## src/rtl/fwd_scoreboard_ex.sv

```systemverilog
// ============================================================================
// Module   : fwd_scoreboard_ex
// Brief    : Multi-stage EX forwarding scoreboard with load-use stall detection.
//            Optional perf counters: define FWD_SCOREBOARD_PERF_EN.
// Revision : 1.0 - initial release
// ============================================================================
`default_nettype none

module fwd_scoreboard_ex #(
  parameter  int ADDR_W           = 5,
  parameter  int DEPTH            = 3,
  parameter  int NUM_SRC          = 2,
  parameter  int LOAD_READY_STAGE = 2,
  localparam int SEL_W            = $clog2(DEPTH + 1)
) (
  input  logic                      clk,
  input  logic                      reset,
  input  logic                      advance,
  input  logic                      flush,
  input  logic                      issue_valid,
  input  logic                      issue_wen,
  input  logic [ADDR_W-1:0]         issue_waddr,
  input  logic                      issue_late,
  input  logic [NUM_SRC*ADDR_W-1:0] ex_src_addr,
  output logic [NUM_SRC*SEL_W-1:0]  fwd_sel,
  output logic                      hazard_stall
`ifdef FWD_SCOREBOARD_PERF_EN
  ,
  output logic [31:0]               perf_fwd_cnt,
  output logic [31:0]               perf_stall_cnt
`endif
);

  // Index 0 holds stage 1 (EX/MEM); index DEPTH-1 holds the oldest stage.
  logic [DEPTH-1:0]  r_valid;
  logic [DEPTH-1:0]  r_late;
  logic [ADDR_W-1:0] r_waddr [DEPTH];

  logic [NUM_SRC*SEL_W-1:0] w_fwd_sel;
  logic [NUM_SRC-1:0]       w_stall_req;
  logic                     w_stall;

  always_comb begin
    logic [ADDR_W-1:0] w_src;
    logic [SEL_W-1:0]  w_hit_sel;
    logic              w_hit;
    logic              w_hit_rdy;
    w_fwd_sel   = '0;
    w_stall_req = '0;
    w_src       = '0;
    w_hit_sel   = '0;
    w_hit       = 1'b0;
    w_hit_rdy   = 1'b0;
    for (int i = 0; i < NUM_SRC; i++) begin
      w_src     = ex_src_addr[i*ADDR_W +: ADDR_W];
      w_hit_sel = '0;
      w_hit     = 1'b0;
      w_hit_rdy = 1'b0;
      // Scan oldest to youngest so the youngest match is the one that sticks.
      for (int k = DEPTH; k >= 1; k--) begin
        if (r_valid[k-1] && (r_waddr[k-1] == w_src) && (w_src != '0)) begin
          w_hit     = 1'b1;
          w_hit_sel = SEL_W'(k);
          w_hit_rdy = !r_late[k-1] || (k >= LOAD_READY_STAGE);
        end
      end
      if (w_hit && w_hit_rdy) begin
        w_fwd_sel[i*SEL_W +: SEL_W] = w_hit_sel;
      end
      w_stall_req[i] = w_hit && !w_hit_rdy;
    end
  end

  assign w_stall      = issue_valid && (|w_stall_req);
  assign fwd_sel      = w_fwd_sel;
  assign hazard_stall = w_stall;

  always_ff @(posedge clk or negedge reset) begin
    if (!reset) begin
      r_valid <= '0;
      r_late  <= '0;
      for (int k = 0; k < DEPTH; k++) begin
        r_waddr[k] <= '0;
      end
    end else if (advance) begin
      for (int k = DEPTH - 1; k >= 1; k--) begin
        r_valid[k] <= r_valid[k-1];
        r_late[k]  <= r_late[k-1];
        r_waddr[k] <= r_waddr[k-1];
      end
      // A stalled or flushed EX instruction leaves a bubble behind it.
      r_valid[0] <= issue_valid && issue_wen && !w_stall && !flush;
      r_late[0]  <= issue_late;
      r_waddr[0] <= issue_waddr;
    end
  end

`ifdef FWD_SCOREBOARD_PERF_EN
  logic r_unused_perf;
  logic w_fwd_event;

  assign w_fwd_event   = issue_valid && !w_stall && (|w_fwd_sel);
  assign r_unused_perf = 1'b0;

  always_ff @(posedge clk or negedge reset) begin
    if (!reset) begin
      perf_fwd_cnt   <= '0;
      perf_stall_cnt <= '0;
    end else begin
      if (w_fwd_event && (perf_fwd_cnt != 32'hFFFF_FFFF)) begin
        perf_fwd_cnt <= perf_fwd_cnt + 32'd1;
      end
      if (w_stall && (perf_stall_cnt != 32'hFFFF_FFFF)) begin
        perf_stall_cnt <= perf_stall_cnt + 32'd1;
      end
    end
  end
`endif

endmodule

`default_nettype wire
```

## config.mk

```make
export PLATFORM = sky130hd
export DESIGN_NAME = fwd_scoreboard_ex
export DESIGN_NICKNAME = d
export VERILOG_FILES = /design/src/rtl/fwd_scoreboard_ex.sv
export SDC_FILE = /design/constraint.sdc
export NUM_CORES = 1
export LEC_CHECK = 0
export ABC_AREA = 1
export BUFFER_PORTS_ARGS = -buffer_cell sky130_fd_sc_hd__buf_4
export CAP_MARGIN = 20
export CORE_MARGIN = 2
export CORE_UTILIZATION = 35
export DETAILED_ROUTE_END_ITERATION = 10
export GPL_TIMING_DRIVEN = 1
export HOLD_SLACK_MARGIN = 0.12
export PLACE_DENSITY = 0.6
export SYNTH_ARGS = -nofsm -noshare
export SYNTH_HDL_FRONTEND = slang
export SYNTH_SLANG_ARGS = --single-unit
export TNS_END_PERCENT = 100
```

## constraint.sdc

```tcl
create_clock -name clk -period 1.7 [get_ports clk]
set_clock_uncertainty 0.15 [all_clocks]
set_input_delay 0.085 -clock clk [delete_from_list [all_inputs] [get_ports clk]]
set_output_delay 0.085 -clock clk [all_outputs]
set_load 0.01 [all_outputs]
```

==> flow_summary_export.csv <==
group,metric,value,unit
pwr,p_leak,1.00,nW
timing,rsz0062_at_grt,"yes",
global_routing,grt_usage,20.3,%
yosys,synthCells,229,
yosys,syn_area_per_cell,6.00,um^2
yosys,synth_area,0.00137,mm^2
final_layout,n_fill_cell,394,
yosys,ys_seq_area_share,34.6,%
status,violations,"negative setup slack",
critical_path,cp-startpoint,"r_waddr[3]",
pwr,vdd_drop_max,457,uV
min_path,hold_class,"in -> reg",
min_path,worstHoldStart,"ex_src_addr[5]",
floorplan,core_area,0.00372,mm^2
critical_path,reg2reg_depth,4,
route,drc,0,
floorplan,die_h,66.7,um
route,dr_wl_met3,271,um
timing,max_slew_margin,60.7,%
timing,period_needed,1.74,ns
final_layout,n_antenna_cell,0,
critical_path,critPathKind,"reg -> out",
place,port_buffers,26,
status,status,"complete, but fails checks",
flow_run,maxCapViolCount,0,
min_path,hold_depth,7,
place,gp_congestion,0.920,
route,highest_layer,"met4",
pwr,combPwrFrac,30.2,%
critical_path,worstSetupEndpointType,"output port",
pwr,p_sw_share,34.2,%
yosys,synth-edff-count,0,
final_layout,fin_nets,305,
floorplan,start_util,37.0,%
timing,tightest_slew,0.588,ns
clock_tree,cts-root-buf,"clkbuf_8",
global_routing,grt_pass1_vias,1447,
yosys,synth-main-ff-cell,"dfrtp_1",
global_routing,grt_first_pass_wirelength,6780,um
yosys,synth_area_leaders,"dfrtp_1, nand2_1, o21ai_0",
pwr,p_int,0.838,mW
final_layout,fin_cells,330,
critical_path,arrival,1.51,ns
critical_path,rrSetupSlack,0.17,ns
place,dp_hpwl,2790,um
route,wirelength,4140,um
timing,finalHoldViolCount,0,
critical_path,required,1.46,ns
timing,drv_slew,0,
yosys,syn_nets,251,
route,m1WireLength,1980,um
floorplan,dieArea,0.00444,mm^2
final_layout,multi_input_area,806,um^2
pwr,power_frac_seq,43.1,%
global_routing,grt.overflow.total,0,
clock_tree,path_clk_slew,0.08,ns
pwr,power_density,651,mW/mm^2
clock_tree,clk_latency,0.27,ns
yosys,synth_cell_types,19,
timing,worst_slack,-0.0401,ns
place,pre_cts_slack,0.203,ns
route,num_vias,1525,
route,viasPerCell,4.62,
timing,min_period_over_period,102,%
final_layout,layout_common_cells,"nand2_1, buf_4, o21ai_0",
yosys,ys_async_sr_fraction,100,%
route,first_pass_iters,4,
clock_tree,cts_tree,"yes",
route,ant_nets,0,
place,numPlacedInstances,299,
route,wl_per_cell,12.5,um
min_path,hold_end,"r_valid[0]",
pwr,pwr-share-clk,26.6,%
timing,max_freq,575,MHz
floorplan,die_w,66.7,um
global_routing,antenna_found_initial,0,
clock_tree,clock_path_buffers,2,
floorplan,ios,27,
final_layout,final_common_cell,"nand2_1",
timing,setup_violations,5,
yosys,synth_top_area_share,34.6,%
yosys,yosys_warnings,0,
critical_path,critical_path.max_fanout,3,
yosys,synth_top_cell_by_area,"dfrtp_1",
final_layout,drive_above_1_share,28.4,%
yosys,yosys_register_bits,19,
pwr,power.switching,0.435,mW
final_layout,final-seq-area,475,um^2
floorplan,rows,22,
critical_path,regToRegEndpoint,"r_waddr[13]",
critical_path,critPathLaunchType,"flip-flop",
critical_path,rr_startpoint,"r_waddr[13]",
clock_tree,cts_made_buffers,3,
clock_tree,htree_levels,1,
route,met2_length,1840,um
clock_tree,clock_sinks,19,
global_routing,grt_max_degree,20,
final_layout,area_growth,42.4,%
route,drt_iter0_markers,91,
## per-stage QoR
stage	power, mW	utilization [%]	instance area (um^2)	setup TNS [ns]	hold slack (ns)
after floorplan	0.731	-	1370	0	-0.361
after global placement	0.851	43.4	1610	0	-0.166
after detailed placement	0.850	43.4	1610	0	-0.166
after CTS	1.23	49.9	1850	-0.0932	0.186
after global routing	1.37	52.7	1960	-0.644	0.267
final	1.27	52.7	1960	-0.129	0.223
## worst max-delay path: stages, from the launching register on
cell	delay (ns)
dfrtp_1	0.41
buf_4	0.15
nand2_2	0.05
nand2_1	0.05
nor2_1	0.08
nand2_1	0.10
nor2_1	0.10
nand2_1	0.07
a21oi_2	0.11
buf_4	0.12
## power by group through the flow
stage	logic [mW]	clock network, mW	registers (mW)
3_3_place_gp	0.297	0	0.554
4_1_cts	0.340	0.345	0.546
6_report	0.385	0.339	0.549
5_1_grt	0.431	0.381	0.557
3_5_place_dp	0.297	0	0.554
2_1_floorplan	0.190	0	0.540
## repair_timing
item,CTS,global route
hold endpoints to repair,35,0
setup endpoints to repair,5,5
hold buffers,18,0
pin swaps,8,17
setup buffers,1,8
gates resized for setup,6,21
## final cells by class
type / instances / area share (%)
flip-flops and latches: 19 / 24.3
inverters: 32 / 6.14
multi-input cells: 174 / 41.2
well taps: 48 / 3.07
repair buffers: 53 / 23.0
clock buffers: 4 / 2.30
## registers in the layout, summed over array words and instances, names as in the netlist
signal and flops:
r_waddr 15, r_valid 3, r_late 1
## synth_stat cells, types with 2 or more instances
master / n
a21oi_1: 3
a21oi_2: 2
and2_1: 2
buf_2: 2
clkbuf_1: 2
dfrtp_1: 19
inv_1: 24
inv_2: 8
nand2_1: 105
nand3_1: 7
nand3_2: 3
nand4_1: 2
nor2_1: 19
nor2_2: 5
o21ai_0: 22
## cells by family (layout without fill, tap and decap cells)
logic type / after synthesis / after routing / synth area share, %
simple gates: 144 / 144 / 43.2
compound gates: 29 / 29 / 11.6
flops: 19 / 19 / 34.6
buf+inv: 36 / 89 / 10.0
xor+xnor: 1 / 1 / 0.638
## per-layer routing
metal  global-route usage (%)  up-vias
li1                         -      803
met1                     29.0      671
met2                     31.4       44
met3                     5.07        7
met4                     3.06        0
met5                        0        -
## worst max path at each step
stage / to
6_report: fwd_sel[2]
5_1_grt: hazard_stall
4_1_cts: hazard_stall
3_5_place_dp: fwd_sel[0]
3_3_place_gp: fwd_sel[0]
2_1_floorplan: fwd_sel[0]
Note: power is estimated with default switching activity, not from simulation.
